==> config.mk <==
export PLATFORM = sky130hd
export DESIGN_NAME = exu_lsu
export DESIGN_NICKNAME = d
export VERILOG_FILES = /design/src/rtl/exu_lsu_pkg.sv /design/src/rtl/exu_lsu_align.sv /design/src/rtl/exu_lsu.sv
export SDC_FILE = /design/constraint.sdc
export NUM_CORES = 1
export LEC_CHECK = 0
export CORE_AREA = 10 10 128 130
export DETAILED_ROUTE_END_ITERATION = 6
export DIE_AREA = 0 0 138 140
export DONT_BUFFER_PORTS = 1
export MAX_ROUTING_LAYER = met4
export PLACE_DENSITY = 0.68
export SLEW_MARGIN = 25
export SYNTH_ARGS = -nofsm -noshare
export SYNTH_HDL_FRONTEND = slang
export SYNTH_SLANG_ARGS = --single-unit
==> constraint.sdc <==
create_clock -name i_clk -period 3.7 [get_ports i_clk]
set_input_delay 0.37 -clock i_clk [delete_from_list [all_inputs] [get_ports i_clk]]
set_output_delay 0.37 -clock i_clk [all_outputs]
set_load 0.1 [all_outputs]
==> src/rtl/exu_lsu_pkg.sv <==
// Load/store unit shared definitions.
// FSM encodings, access sizes and funct3 load codes.
package exu_lsu_pkg;

    localparam logic [1:0] ST_IDLE = 2'd0;
    localparam logic [1:0] ST_REQ  = 2'd1;
    localparam logic [1:0] ST_WAIT = 2'd2;

    localparam logic [1:0] SZ_B = 2'b00;
    localparam logic [1:0] SZ_H = 2'b01;
    localparam logic [1:0] SZ_W = 2'b10;

    localparam logic [2:0] F3_LB  = 3'b000;
    localparam logic [2:0] F3_LH  = 3'b001;
    localparam logic [2:0] F3_LW  = 3'b010;
    localparam logic [2:0] F3_LBU = 3'b100;
    localparam logic [2:0] F3_LHU = 3'b101;

    // Natural alignment check; only funct3[1:0] carries the size.
    function automatic logic misaligned(input logic [2:0] f3,
                                        input logic [1:0] a);
        logic m;
        case (f3[1:0])
            SZ_B:    m = 1'b0;
            SZ_H:    m = a[0];
            SZ_W:    m = |a;
            default: m = |a;
        endcase
        return m;
    endfunction

endpackage

==> src/rtl/exu_lsu_align.sv <==
// Load/store lane steering.
// Store byte enables and replication, load extraction and extension.
module exu_lsu_align
    import exu_lsu_pkg::*;
(
    input  logic [2:0]  funct3_i,
    input  logic [1:0]  addr_lo_i,
    input  logic [31:0] wdata_i,
    input  logic [31:0] rdata_i,
    output logic [3:0]  be_o,
    output logic [31:0] wdata_o,
    output logic [31:0] ldata_o
);

    logic [7:0]  byte_sel;
    logic [15:0] half_sel;

    // Store side: enables follow the byte offset, data replicated per lane.
    always_comb begin
        be_o    = 4'b1111;
        wdata_o = wdata_i;
        case (funct3_i[1:0])
            SZ_B: begin
                be_o    = 4'b0001 << addr_lo_i;
                wdata_o = {4{wdata_i[7:0]}};
            end
            SZ_H: begin
                be_o    = 4'b0011 << addr_lo_i;
                wdata_o = {2{wdata_i[15:0]}};
            end
            default: begin
                be_o    = 4'b1111;
                wdata_o = wdata_i;
            end
        endcase
    end

    // Load side: pick the addressed byte/half and extend it.
    always_comb begin
        case (addr_lo_i)
            2'd0:    byte_sel = rdata_i[7:0];
            2'd1:    byte_sel = rdata_i[15:8];
            2'd2:    byte_sel = rdata_i[23:16];
            default: byte_sel = rdata_i[31:24];
        endcase
        half_sel = addr_lo_i[1] ? rdata_i[31:16] : rdata_i[15:0];
        case (funct3_i)
            F3_LB:   ldata_o = {{24{byte_sel[7]}}, byte_sel};
            F3_LBU:  ldata_o = {24'd0, byte_sel};
            F3_LH:   ldata_o = {{16{half_sel[15]}}, half_sel};
            F3_LHU:  ldata_o = {16'd0, half_sel};
            F3_LW:   ldata_o = rdata_i;
            default: ldata_o = rdata_i;
        endcase
    end

endmodule

==> src/rtl/exu_lsu.sv <==
// Execute-stage load/store unit.
// One outstanding access: IDLE -> REQ (until grant) -> WAIT (until response).
module exu_lsu
    import exu_lsu_pkg::*;
#(
    parameter int TIMEOUT = 16
) (
    input  logic        i_clk,
    input  logic        i_rst_n,
    input  logic        i_mem_ren,
    input  logic        i_mem_wen,
    input  logic [31:0] i_mem_addr,
    input  logic [31:0] i_mem_wdata,
    input  logic [2:0]  i_funct3,
    input  logic [4:0]  i_rd_idx,
    output logic        o_bus_req,
    output logic        o_bus_we,
    output logic [31:0] o_bus_addr,
    output logic [31:0] o_bus_wdata,
    output logic [3:0]  o_bus_be,
    input  logic        i_bus_gnt,
    input  logic        i_bus_rvalid,
    input  logic        i_bus_err,
    input  logic [31:0] i_bus_rdata,
    output logic        o_lsu_stall,
    output logic        o_wb_valid,
    output logic [4:0]  o_wb_rd,
    output logic [31:0] o_wb_data,
    output logic        o_misalign_exc,
    output logic        o_bus_exc
);

    localparam logic [7:0] TO_LAST = 8'(TIMEOUT - 1);

    logic [1:0]  state_q, state_d;
    logic [7:0]  cnt_q, cnt_d;
    logic [31:0] addr_q, wdata_q;
    logic [2:0]  f3_q;
    logic [4:0]  rd_q;
    logic        we_q;
    logic        mis_q, mis_d;
    logic        bexc_q, bexc_d;
    logic        wbv_q, wbv_d;
    logic [4:0]  wbrd_q;
    logic [31:0] wbdata_q;

    logic        req, mis, capture, done;
    logic [3:0]  be;
    logic [31:0] wd, ld;

    exu_lsu_align u_align (
        .funct3_i  (f3_q),
        .addr_lo_i (addr_q[1:0]),
        .wdata_i   (wdata_q),
        .rdata_i   (i_bus_rdata),
        .be_o      (be),
        .wdata_o   (wd),
        .ldata_o   (ld)
    );

    assign req = i_mem_ren | i_mem_wen;
    assign mis = misaligned(i_funct3, i_mem_addr[1:0]);

    // Next state, timeout counter and one-cycle pulse requests.
    always_comb begin
        state_d = state_q;
        cnt_d   = cnt_q;
        capture = 1'b0;
        done    = 1'b0;
        mis_d   = 1'b0;
        bexc_d  = 1'b0;
        wbv_d   = 1'b0;
        case (state_q)
            ST_IDLE: begin
                if (req && mis) begin
                    mis_d = 1'b1;
                end else if (req) begin
                    capture = 1'b1;
                    state_d = ST_REQ;
                end
            end
            ST_REQ: begin
                if (i_bus_gnt) begin
                    state_d = ST_WAIT;
                    cnt_d   = 8'd0;
                end
            end
            ST_WAIT: begin
                if (i_bus_rvalid) begin
                    done    = 1'b1;
                    state_d = ST_IDLE;
                    bexc_d  = i_bus_err;
                    wbv_d   = !i_bus_err && !we_q;
                end else if (cnt_q == TO_LAST) begin
                    done    = 1'b1;
                    state_d = ST_IDLE;
                    bexc_d  = 1'b1;
                end else begin
                    cnt_d = cnt_q + 8'd1;
                end
            end
            default: state_d = ST_IDLE;
        endcase
    end

    // State, captured request and registered result/exception outputs.
    always_ff @(posedge i_clk or negedge i_rst_n) begin
        if (!i_rst_n) begin
            state_q  <= ST_IDLE;
            cnt_q    <= 8'd0;
            addr_q   <= 32'd0;
            wdata_q  <= 32'd0;
            f3_q     <= 3'd0;
            rd_q     <= 5'd0;
            we_q     <= 1'b0;
            mis_q    <= 1'b0;
            bexc_q   <= 1'b0;
            wbv_q    <= 1'b0;
            wbrd_q   <= 5'd0;
            wbdata_q <= 32'd0;
        end else begin
            state_q <= state_d;
            cnt_q   <= cnt_d;
            mis_q   <= mis_d;
            bexc_q  <= bexc_d;
            wbv_q   <= wbv_d;
            if (capture) begin
                addr_q  <= i_mem_addr;
                wdata_q <= i_mem_wdata;
                f3_q    <= i_funct3;
                rd_q    <= i_rd_idx;
                we_q    <= i_mem_wen;
            end
            if (wbv_d) begin
                wbrd_q   <= rd_q;
                wbdata_q <= ld;
            end
        end
    end

    // Bus drive is gated by REQ so the bus reads zero outside a request.
    always_comb begin
        o_bus_req   = (state_q == ST_REQ);
        o_bus_we    = o_bus_req & we_q;
        o_bus_addr  = o_bus_req ? {addr_q[31:2], 2'b00} : 32'd0;
        o_bus_be    = o_bus_req ? be : 4'd0;
        o_bus_wdata = o_bus_req ? wd : 32'd0;
        o_lsu_stall = ((state_q != ST_IDLE) && !done)
                    || ((state_q == ST_IDLE) && req && !mis);
    end

    assign o_wb_valid     = wbv_q;
    assign o_wb_rd        = wbrd_q;
    assign o_wb_data      = wbdata_q;
    assign o_misalign_exc = mis_q;
    assign o_bus_exc      = bexc_q;

endmodule

---- Word-level counts from Yosys, hierarchy flattened ----
Index checks and enable logic that the tools add are counted.
storage, ports and cells
  word-level logic and storage cells ...... 84
  flip-flop bits (word level) ............. 123
  output and inout bits ................... 111
cells by class
  bitwise gates (word level) .............. 2
  mux-type cells .......................... 31
  $add $sub $neg .......................... 1
  shift-type cells ........................ 2
  reduce and logical (&&, ||, !) cells .... 20
  equality and inequality tests ........... 16
operators with widths
  cell                   number
  $pmux W32 S4           1
  $mux W32               2
  $pmux W32 S2           1
  $mux W8                3
  $pmux W8 S3            1
  $mux W16               1
  $pmux W8 S2            1
  $mux W1                12
  $mux W2                5
  $add A8 B1 Y8 const B  1
  $eq A2 B1 Y1 const B   4
  $eq A8 B4 Y1 const B   1
  $logic_not A2 Y1       4
  $ne A2 B2 Y1 const B   4
  $pmux W4 S2            1
  $reduce_and A4 Y1      2
  $eq A3 B3 Y1 const B   2
  $pmux W2 S3            1
  $logic_and A1 B1 Y1    5
  $eq A2 B2 Y1 const B   2
  $logic_not A1 Y1       4
  $mux W4                1
  $reduce_bool A2 Y1     2
  $shl A1 B2 Y4 const A  1
  10 further kinds       10

---- Logic depth before layout (Yosys ltp) ----
  depth after elaboration ................. 7
  gate-level depth with buffers ........... 6

---- By module ----
From an unflattened synthesis, not the netlist that was laid out.
unflattened totals
  cell total of the unflattened synthesis .. 595
  area total of the unflattened synthesis .. 7090.6 um^2
by module, submodules not included
  module         area each (um^2)  cells an instance  instances
  exu_lsu        5584.1            391                1
  exu_lsu_align  1506.4            204                1

---- Least setup slack after synthesis ----
No wires, ideal clock.
  kind .................................... register to output
  from .................................... register f3_q[1]
  to ...................................... output o_bus_be[2]
  path slack .............................. 761 ps
  stages on the path, launching flop included .. 6
  arrival time ............................ 2569 ps
  cell sequence ........................... dfrtp_1 buf_2 buf_1 buf_2 a21oi_1 a21oi_1
on the way
  longest elaborated chain between the ends .. 3
  elaborated cells on any way between the ends .. 4
  those cells by class .................... 1 x eq/ne; 2 x mux; 1 x reduce/logical
ends and longest elaborated chain
  item                                                     RTL line             source
  start, declared                                          exu_lsu.sv:38        logic [2:0] f3_q;
  start signal, assigned                                   exu_lsu.sv:130       f3_q <= i_funct3;
  $eq A2 B1 Y1 / $logic_not A2 Y1 (equally long branches)  exu_lsu_align.sv:22  case (funct3_i[1:0])
  $pmux W4 S2 *                                            exu_lsu_align.sv:22
  $mux W4 *                                                exu_lsu.sv:146       o_bus_be = o_bus_req ? be : 4'd0;
  end, declared                                            exu_lsu.sv:20        output logic [3:0] o_bus_be,
Every way passes the cells marked *; elsewhere a longest branch is shown, timed or not.

---- Final worst setup path ----
  from .................................... register f3_q[1]
  to ...................................... output o_bus_wdata[12]
on the way
  longest elaborated chain between the ends .. 3
  elaborated cells on any way between the ends .. 4
  those cells by class .................... 1 x eq/ne; 2 x mux; 1 x reduce/logical
ends and longest elaborated chain
  item                                                     RTL line             source
  $eq A2 B1 Y1 / $logic_not A2 Y1 (equally long branches)  exu_lsu_align.sv:22
  $pmux W32 S2 *                                           exu_lsu_align.sv:22
  $mux W32 *                                               exu_lsu.sv:147       o_bus_wdata = o_bus_req ? wd : 32'd0;
  end, declared                                            exu_lsu.sv:19        output logic [31:0] o_bus_wdata,
Marked as above.

==> impl_summary.log <==
INFO  metric run_status = finished clean
INFO  metric worst-path-stages = 4
INFO  metric number_of_global_route_vias_before_repair = 5,019
INFO  metric syn_area = 6090 sq um
INFO  metric synth_top_flop_cell = sky130_fd_sc_hd__dfrtp_1
INFO  metric max_cap_violations = 0
INFO  metric post_cts_resized = 0
INFO  metric post-route-drc-count = 0
INFO  metric cells_along_the_critical_path = nor2_1, nand2_1, a21oi_2, buf_4
INFO  metric fraction_of_synthesis_flops_using_an_asynchronous_set_or_reset_pin = 1.00
INFO  metric crit_slowest_cell = sky130_fd_sc_hd__dfrtp_2
INFO  metric timing_worst_slew_pin_value = 991 ps
INFO  metric grt_remaining_overflow = 0
INFO  metric core-area = 13,800 sq um
INFO  metric startpoint_types = register
INFO  metric fmaxAchievable = 362 MHz
INFO  metric period_needed = 2760 ps
INFO  metric hold_path.class = input pin to register
INFO  metric drt_pass1_iterations = 5
INFO  metric drtAntennaViolNets = 0
INFO  metric syn_area_per_cell = 10.6 sq um
INFO  metric detailroute.via_count = 4,629
INFO  metric dp_hpwl = 13,100 um
INFO  metric layout_worst_path_cycle_share = 0.746
INFO  metric cp_max_fo = 49
INFO  metric grt_antenna_before_repair = 0
INFO  metric path_buf_inv = 1
INFO  metric path_delay_family = simple AND/OR/NAND/NOR gates
INFO  metric clock_skew = 6.29 ps
INFO  metric tns = 0 ps
INFO  metric root_buffer = sky130_fd_sc_hd__clkbuf_16
INFO  metric yosys.cell_types.count = 50
INFO  metric syn2layout_area_growth = 20.3%
INFO  metric globalplace.congestion = 0.883
INFO  metric synthesis.yosys.warnings = 0
INFO  metric row_count = 43
INFO  metric finalMaxSlewViolations = 0
INFO  metric synth-seq-area-share = 0.505
INFO  metric arrival = 2390 ps
INFO  metric tritoncts_clock_tree = done
INFO  metric placement.io_buffers = 0
INFO  metric timing.final.setup_violations = 0
INFO  metric postPlaceCellArea = 6710 sq um
INFO  metric htree_depth = 4
INFO  metric final_net_count = 739
INFO  metric cts_buffers = 17
INFO  metric dieArea = 19,300 sq um
INFO  metric clock_path_buffers = 2
INFO  metric cts_setup_buffers = 0
INFO  metric layout.cell_area.non_filler = 7330 sq um
INFO  metric hold_buffers = 2
INFO  metric clock-sinks = 123
INFO  metric critPathCaptureType = output port
INFO  metric drtIter0Drc = 248
INFO  metric die_width = 138 um
INFO  metric grt_max_degree = 124
INFO  metric ff2ff_path_depth = 5
INFO  metric first_pass_grt_wire_length = 28,000 um
INFO  metric clk_pin_slew = 50 ps
INFO  metric rsz0062_at_grt = false
INFO  metric die-height = 140 um
INFO  metric vias_per_cell = 5.65
INFO  metric holdPathStages = 1
INFO  metric max_stage_delay = 720 ps
INFO  metric clock_latency = 410 ps
INFO  metric initial_utilization = 0.442
INFO  metric synth_cells = 577
INFO  metric wire_per_inst = 21.6 um
INFO  metric final_hold_viol_count = 0
INFO  metric floorplan.io_pins = 222
INFO  metric timing.max_slew.rel_slack = 0.339
INFO  metric ys_ff_latch = 123
INFO  metric routed_wirelength = 17,700 um
INFO  metric synth_enable_flop_cells = 0
INFO  metric required = 3330 ps
INFO  metric final_layout_size_suffix_gt1_frac = 0.351
INFO  metric timing_worst_setup_path_type = register to output port
INFO  metric gr-usage-all-layers = 0.185
==> cell type report <==
class                   count  area [sq um]
fillers                  1231          6440
diodes                      1          2.50
inverters                  16          60.1
clock buffers              22           484
flip-flops and latches    123          3080
multi-input cells         397          2820
clock inverters             8          92.6
repair buffers             72           563
well taps                 180           225
==> layout by cell type, fill, tap and decap left out, types with 2 or more instances in the layout <==
cell | synthesis | final
sky130_fd_sc_hd__dfrtp_1 | 123 | 121
sky130_fd_sc_hd__mux2_2 | 83 | 83
sky130_fd_sc_hd__buf_4 | 4 | 70
sky130_fd_sc_hd__nand2_1 | 62 | 62
sky130_fd_sc_hd__nor2_1 | 62 | 46
sky130_fd_sc_hd__and2_1 | 40 | 40
sky130_fd_sc_hd__a21oi_1 | 45 | 33
sky130_fd_sc_hd__mux2i_1 | 17 | 17
sky130_fd_sc_hd__clkbuf_16 | 0 | 17
sky130_fd_sc_hd__nor2_2 | 0 | 16
sky130_fd_sc_hd__inv_1 | 14 | 13
sky130_fd_sc_hd__a21oi_2 | 0 | 12
sky130_fd_sc_hd__a221oi_1 | 9 | 9
sky130_fd_sc_hd__o21ai_0 | 8 | 8
sky130_fd_sc_hd__a21o_1 | 8 | 8
sky130_fd_sc_hd__nor3_1 | 7 | 7
sky130_fd_sc_hd__xnor2_1 | 6 | 6
sky130_fd_sc_hd__clkinv_2 | 0 | 5
sky130_fd_sc_hd__o21a_1 | 4 | 4
sky130_fd_sc_hd__a22o_1 | 4 | 4
sky130_fd_sc_hd__clkbuf_8 | 0 | 4
sky130_fd_sc_hd__nor4_1 | 3 | 3
sky130_fd_sc_hd__or3_1 | 3 | 3
sky130_fd_sc_hd__a2bb2oi_1 | 3 | 3
sky130_fd_sc_hd__nand2b_2 | 1 | 2
sky130_fd_sc_hd__inv_2 | 1 | 2
sky130_fd_sc_hd__or2_2 | 2 | 2
sky130_fd_sc_hd__nor2b_1 | 2 | 2
sky130_fd_sc_hd__nor4b_1 | 2 | 2
sky130_fd_sc_hd__o21ai_1 | 2 | 2
sky130_fd_sc_hd__a211oi_1 | 2 | 2
sky130_fd_sc_hd__nand4bb_1 | 2 | 2
sky130_fd_sc_hd__conb_1 | 1 | 2
sky130_fd_sc_hd__bufinv_16 | 0 | 2
sky130_fd_sc_hd__dfrtp_2 | 0 | 2
==> final timing paths <==
path	start	endpoint	slack, ps
worst max register to register	state_q[0]	o_wb_data[31]	1260
worst min register to register	rd_q[4]	o_wb_rd[4]	480
max in group asynchronous	i_rst_n	f3_q[1]	2590
min in group asynchronous	i_rst_n	o_wb_data[31]	560
worst max-delay path	f3_q[1]	o_bus_wdata[12]	940
worst min-delay path	i_bus_gnt	state_q[0]	80
==> worst register-to-register path, stage by stage, from the launching register on <==
cell                       delay, ps
sky130_fd_sc_hd__dfrtp_1         430
sky130_fd_sc_hd__nand2b_2        240
sky130_fd_sc_hd__or4b_4          680
sky130_fd_sc_hd__inv_2           480
sky130_fd_sc_hd__o31a_4          360
sky130_fd_sc_hd__a21oi_1         120
==> kinds of logic (layout without fill, tap and decap cells) <==
kind of cell             count (synthesis)  in the layout  synth area share
AND/OR/NAND/NOR                        195            195             0.153
other                                    1              3          0.000616
buffers and inverters                   58            118            0.0481
XOR/XNOR                                 6              6           0.00863
adder cells (fa/ha/maj)                  1              1           0.00205
flip-flops                             123            123             0.505
multiplexers                           100            100             0.181
AO/OA/AOI/OAI                           93             93             0.101
==> registers in the layout, summed over array words and instances, names as in the netlist, 2 cells and up <==
register   flops
addr_q        32
o_wb_data     32
wdata_q       32
cnt_q          8
o_wb_rd        5
rd_q           5
f3_q           3
state_q        2
==> Yosys cell counts, drive strengths merged, types with 2 or more instances <==
master,n,area [sq um]
buf,29,183
or2,2,12.5
nand2b,4,27.5
mux2,83,935
o21ai,10,50.1
nor2,62,233
a2bb2oi,3,26.3
nor2b,2,12.5
nor4b,2,17.5
or3,3,18.8
and2,40,250
xnor2,6,52.6
dfrtp,123,3080
mux2i,17,170
nand2,62,233
a22o,4,35.0
nor4,4,31.3
a221oi,10,105
a211oi,2,15.0
nor3,7,35.0
a21oi,45,225
nand4bb,2,22.5
a21o,8,60.1
inv,15,56.3
o21a,4,30.0
clkbuf,13,50.0
==> through the flow <==
step                setup slack (ps)  utilization  hold slack [ps]  std cells
finish                           940        0.532             80.3        819
global route                     830        0.532             76.2        818
CTS                              847        0.532             60.1        818
detailed placement              1290        0.487             79.5        786
global placement                1370        0.487             80.5        786
floorplan                        761            -             74.4        578
==> routing by layer <==
layer  vias up  wire length (um)  part of all wire  GRT usage
met1      2305              7020              0.40      0.199
met4         0               395             0.022     0.0683
li1       2065                 -                 -          -
met3        38              1890              0.11     0.0886
met2       221              8390              0.47      0.293
met5         -                 0                 0          -
Power is left out: the tool's default activity adds up to more than one toggle a clock period on the data nets, which glitch-free logic cannot reach.
